[src/rtl/ct_spsram_arb_ctrl_pkg.sv]
// Shared constants for the single-port SRAM arbiter/controller: macro geometry
// and the two-state controller encoding.
package ct_spsram_arb_ctrl_pkg;
  localparam int SRAM_ADDR_W = 14;
  localparam int SRAM_DATA_W = 128;

  localparam logic ST_INIT = 1'b0;
  localparam logic ST_RUN  = 1'b1;
endpackage

[src/rtl/ct_spsram_rr_arb2.sv]
// Two-way round-robin arbiter. ptr names the requester that wins a tie.
module ct_spsram_rr_arb2 (
  input  logic [1:0] req,
  input  logic       ptr,
  output logic [1:0] gnt
);
  assign gnt[0] = req[0] & (~req[1] | ~ptr);
  assign gnt[1] = req[1] & (~req[0] |  ptr);
endmodule

[src/rtl/ct_spsram_arb_ctrl.sv]
// Single-port SRAM controller: zero-fills the macro after reset or on request,
// then arbitrates two requesters round-robin, one access per cycle.
module ct_spsram_arb_ctrl
  import ct_spsram_arb_ctrl_pkg::*;
#(
  parameter int ADDR_WIDTH = SRAM_ADDR_W,
  parameter int DATA_WIDTH = SRAM_DATA_W
) (
  input  logic                  forever_cpuclk,
  input  logic                  cpurst_b,
  input  logic                  init_req,
  output logic                  init_done,
  input  logic                  r0_req,
  input  logic                  r0_wr,
  input  logic [ADDR_WIDTH-1:0] r0_addr,
  input  logic [DATA_WIDTH-1:0] r0_wdata,
  input  logic [DATA_WIDTH-1:0] r0_wmask,
  output logic                  r0_gnt,
  input  logic                  r1_req,
  input  logic                  r1_wr,
  input  logic [ADDR_WIDTH-1:0] r1_addr,
  input  logic [DATA_WIDTH-1:0] r1_wdata,
  input  logic [DATA_WIDTH-1:0] r1_wmask,
  output logic                  r1_gnt,
  output logic                  rd_vld,
  output logic                  rd_id,
  output logic [DATA_WIDTH-1:0] rd_data,
  output logic [ADDR_WIDTH-1:0] sram_a,
  output logic                  sram_cen,
  output logic                  sram_gwen,
  output logic [DATA_WIDTH-1:0] sram_wen,
  output logic [DATA_WIDTH-1:0] sram_d,
  input  logic [DATA_WIDTH-1:0] sram_q
);
  logic                  state;
  logic [ADDR_WIDTH-1:0] init_cnt;
  logic                  rr_ptr;
  logic [ADDR_WIDTH-1:0] hold_a;
  logic [DATA_WIDTH-1:0] hold_d;

  logic                  arb_en;
  logic [1:0]            req;
  logic [1:0]            gnt;
  logic                  any_gnt;
  logic                  gid;
  logic                  g_wr;
  logic [ADDR_WIDTH-1:0] g_addr;
  logic [DATA_WIDTH-1:0] g_wdata;
  logic [DATA_WIDTH-1:0] g_wmask;

  // An init request steals its own cycle: nobody is granted while it is seen.
  assign arb_en = (state == ST_RUN) && !init_req;
  assign req    = {r1_req, r0_req} & {2{arb_en}};

  ct_spsram_rr_arb2 u_arb (
    .req (req),
    .ptr (rr_ptr),
    .gnt (gnt)
  );

  assign r0_gnt  = gnt[0];
  assign r1_gnt  = gnt[1];
  assign any_gnt = |gnt;
  assign gid     = gnt[1];
  assign g_wr    = gid ? r1_wr    : r0_wr;
  assign g_addr  = gid ? r1_addr  : r0_addr;
  assign g_wdata = gid ? r1_wdata : r0_wdata;
  assign g_wmask = gid ? r1_wmask : r0_wmask;

  assign init_done = (state == ST_RUN);
  assign rd_data   = sram_q;

  // Idle cycles park A/D on the last driven values to avoid needless toggling.
  always_comb begin
    sram_cen  = 1'b1;
    sram_gwen = 1'b1;
    sram_wen  = '1;
    sram_a    = hold_a;
    sram_d    = hold_d;
    if (state == ST_INIT) begin
      sram_cen  = 1'b0;
      sram_gwen = 1'b0;
      sram_wen  = '0;
      sram_a    = init_cnt;
      sram_d    = '0;
    end else if (any_gnt) begin
      sram_cen  = 1'b0;
      sram_gwen = ~g_wr;
      sram_wen  = g_wr ? ~g_wmask : '1;
      sram_a    = g_addr;
      sram_d    = g_wdata;
    end
  end

  always_ff @(posedge forever_cpuclk) begin
    if (!cpurst_b) begin
      state    <= ST_INIT;
      init_cnt <= '0;
      rr_ptr   <= 1'b0;
      rd_vld   <= 1'b0;
      rd_id    <= 1'b0;
      hold_a   <= '0;
      hold_d   <= '0;
    end else begin
      rd_vld <= any_gnt & ~g_wr;
      if (any_gnt & ~g_wr) rd_id  <= gid;
      if (any_gnt)         rr_ptr <= ~gid;
      if (!sram_cen) begin
        hold_a <= sram_a;
        hold_d <= sram_d;
      end
      case (state)
        ST_INIT: begin
          init_cnt <= init_cnt + ADDR_WIDTH'(1);
          if (&init_cnt) state <= ST_RUN;
        end
        default: if (init_req) state <= ST_INIT;
      endcase
    end
  end
endmodule
[config.mk]
export PLATFORM = sky130hd
export DESIGN_NAME = ct_spsram_arb_ctrl
export DESIGN_NICKNAME = d
export VERILOG_FILES = /design/src/rtl/ct_spsram_arb_ctrl_pkg.sv /design/src/rtl/ct_spsram_rr_arb2.sv /design/src/rtl/ct_spsram_arb_ctrl.sv
export SDC_FILE = /design/constraint.sdc
export NUM_CORES = 1
export LEC_CHECK = 0
export ABC_CLOCK_PERIOD_IN_PS = 2000
export CAP_MARGIN = 30
export CORE_AREA = 2 2 416 418
export DETAILED_ROUTE_END_ITERATION = 6
export DIE_AREA = 0 0 418 420
export PLACE_DENSITY_LB_ADDON = 0.15
export SLEW_MARGIN = 30
export SYNTH_ARGS = -nofsm -noshare
export SYNTH_HDL_FRONTEND = slang
export SYNTH_SLANG_ARGS = --single-unit
[constraint.sdc]
create_clock -name forever_cpuclk -period 2 [get_ports forever_cpuclk]
set_input_delay 0.5 -clock forever_cpuclk [delete_from_list [all_inputs] [get_ports forever_cpuclk]]
set_output_delay 0.5 -clock forever_cpuclk [all_outputs]
set_load 0.01 [all_outputs]
==> results.txt <==
Outcome = finished with violations
Failing checks = negative setup slack
Required @ worst endpoint = 1.50 ns
I/O Pins = 1080
Avg Inst Size Synth = 7.76 sq um
Initial core utilization = 0.0699
Synth warnings = 0
Drt pass-1 iters = 4
Post-Syn Instances = 1539
Commonest non-fill, non-tap cell in the layout = clkdlybuf4s50_1
Power Dens Cells = 262 nW/um^2
CP arrival = 2.49 ns
Hold WS = 0.498 ns
First DRT Iteration DRCs = 542
Dpl hpwl = 69300 um
Final std cells w/o fill = 4945
CTS max path bufs = 2
Max-slew headroom = 0.525
Tmin final = 2.99 ns
Int Pwr = 0.00617 W
VDD IR-drop max = 0.480 mV
Max-slew violation count = 0
Vias in the first global route = 16848
Crit path max-delay cell type = dfxtp_4
Max Cap Viol = 0
Routed vias/inst = 3.30
Port bufs = 823
Critical path peak fanout = 6
Setup Viol. Count Final = 309
Comb power frac = 0.234
First-pass GRT wire length = 129000 um
Worst slew pin tran = 0.713 ns
Post-synthesis adder-cell area fraction = 0.00105
CTS buffer count = 17
Leak Pwr = 11.8 nW
Critical Path Start Type = flop
Clk sinks = 160
Inst Count DP = 4681
Worst hold path class = reg2reg
Maximum clock rate = 0.334 GHz
GP Congestion = 0.731
Clock Skew = 0.0209 ns
Clock share of power = 0.390
XOR/XNOR Fraction of Synth Area = 0.00733
Core area = 171000 sq um
Placed inst area = 26300 sq um
Final core occ = 0.190
Clk_lat worst skew = 0.51 ns
Mean routed wirelength per cell = 19.5 um
CTS tree = built
RSZ-0062 raised after global routing = true
Die H = 420 um
Grt total ovfl = 0
Sequential share of the synthesized area = 0.268
Crit Path Category = reg2out
H-Tree Level Count = 4
Final hold violation count = 0
Total Die Area = 176000 sq um
Routed Antenna Nets = 0
Syn_nets = 2215
Commonest non-fill, non-tap cells in the layout = clkdlybuf4s50_1, buf_4, buf_6
Netlist cell types = 43
Setup crit end kind = primary output
CTS clk-pin slew, worst paths = 0.08 ns
All-Layer GR Usage = 0.103
Design area = 32400 sq um
Post-synthesis simple-gate area fraction = 0.205
Largest net degree at the start of global routing = 63
Critical path, cell by cell = and2b_2 > buf_6 > and3_4 > buf_16 > buf_16 > buf_12 > buf_8 > buf_8 > nand3_2 > and3_4 > buf_6
Initial antenna violation count = 7
# nets final = 3372
Switching share of power = 0.273
Post-synthesis cell area = 11900 sq um
Largest family of logic cells by synthesized area = compound AO/OA/AOI/OAI gates
Sequential share of power = 0.377
Flops & latches, synth = 160
Final Routed Wirelength = 96500 um
Compound-gate portion of the synthesized area = 0.239
Crit path largest cell delay = 0.36 ns
Residual DRC count = 0
Rows = 152
Chip width = 418 um
Final Cycle Share = 1.50
Ratio of cells with drive above 1 in the final layout = 0.577
Mux cell area share after synthesis = 0.121
Total vias in the final route = 16294
NetSw = 0.00231 W
Setup ws final = -0.993 ns
Clock root cell = clkbuf_16
Synthesis-to-layout area growth = 172%
==> cell families (layout without fill, tap and decap cells) <==
group / count (synthesis) / in the layout
buffers and inverters: 307 / 1476
AND/OR/NAND/NOR: 454 / 455
other: 0 / 3
XOR/XNOR: 10 / 10
AO/OA/AOI/OAI: 464 / 464
flip-flops: 160 / 160
multiplexers: 143 / 143
adder cells (fa/ha/maj): 1 / 1
==> synth_stat cells, drive strengths merged <==
cell type	n	area, sq um
nor2b	5	31.3
o21ai	16	80.1
nand2	11	48.8
and2b	1	7.51
nand2b	1	6.26
nand4b	1	8.76
ha	1	12.5
or2	2	12.5
and2	1	6.26
o21bai	2	15.0
and3	131	820
buf	236	1620
inv	5	18.8
a31oi	17	106
xnor2	8	70.1
mux2i	129	1290
o211a	14	140
dfxtp	160	3200
nor3	5	25.0
clkbuf	66	251
a21bo	12	120
and4	1	8.76
mux2	14	158
o311a	1	10.0
a211oi	128	1010
or3	2	12.5
nand3	274	1370
xor2	2	17.5
nand4	1	6.26
a21oi	274	1370
nor4	3	18.8
nor2	12	45.0
and3b	1	8.76
nand3b	2	15.0
==> worst paths after layout <==
check | to | slack (ns) | cells past startpoint | start
setup / recovery | sram_wen[36] | -0.99 | 11 | init_done$_SDFF_PN0_
hold / removal | hold_a[5]$_SDFFE_PN0N_ | 0.50 | 1 | hold_a[5]$_SDFFE_PN0N_
setup reg to reg | hold_d[67]$_SDFFE_PN0N_ | -0.20 | 12 | init_done$_SDFF_PN0_
hold reg to reg | hold_a[5]$_SDFFE_PN0N_ | 0.50 | 1 | hold_a[5]$_SDFFE_PN0N_
==> flip-flops by register name (all words and copies together), names as in the netlist <==
register and count:
rr_ptr 1, rd_vld 1, rd_id 1, hold_d 128, init_done 1, init_cnt 14, hold_a 14
==> routing by layer <==
layer  share of wire  global-route usage  wire, um
met5          0.0025             0.00917       245
met4           0.017              0.0264      1620
met3           0.072              0.0362      6940
met2            0.51               0.183     49400
met1            0.40               0.115     38300
==> power by group through the flow <==
stage               Clock (W)  Sequential (W)  Combinational [W]
CTS                   0.00357         0.00319            0.00195
finish                0.00331         0.00319            0.00198
global placement            0         0.00327            0.00179
floorplan                   0         0.00327           0.000512
detailed placement          0         0.00327            0.00178
global route          0.00363         0.00319            0.00210
==> critical path, delay by kind of cell (launching register included) <==
| kind | cells | cell delay, ns |
|---|---|---|
| DFF | 1 | 0.36 |
| and+or+nand+nor | 4 | 0.67 |
| buffers and inverters | 7 | 0.92 |
==> per-stage QoR <==
step                      setup TNS [ns]  worst slack (ns)  power (W)
after global placement           -519.94             -1.77    0.00506
after CTS                        -304.06             -1.33    0.00871
after detailed placement         -521.25             -1.77    0.00505
final                            -230.99            -0.993    0.00848
after floorplan                   -15.25            -0.107    0.00378
after global routing             -270.14             -1.12    0.00892
==> timing repair <==
action                                 4_1_cts  5_1_grt
hold buffers                                 0        0
endpoints found under the hold margin        0        0
gates resized for setup                   1122      710
buffers inserted                           109      118
setup endpoints to repair                  405      365
cloned                                      32       13
pin swaps                                   61       94
==> area by class of cell <==
type                            count  area [sq um]
Fill cell                       18985        139000
Timing Repair Buffer             1438         14900
Multi-Input combinational cell   1073         10900
Sequential cell                   160          3210
Tap cell                         2233          2790
Clock buffer                       19           443
Clock inverter                     13           104
Inverter                            5          40.0
Timing Repair inverter              1          16.3
Antenna cell                        3          7.51
Note: power is estimated with default switching activity, not from simulation.
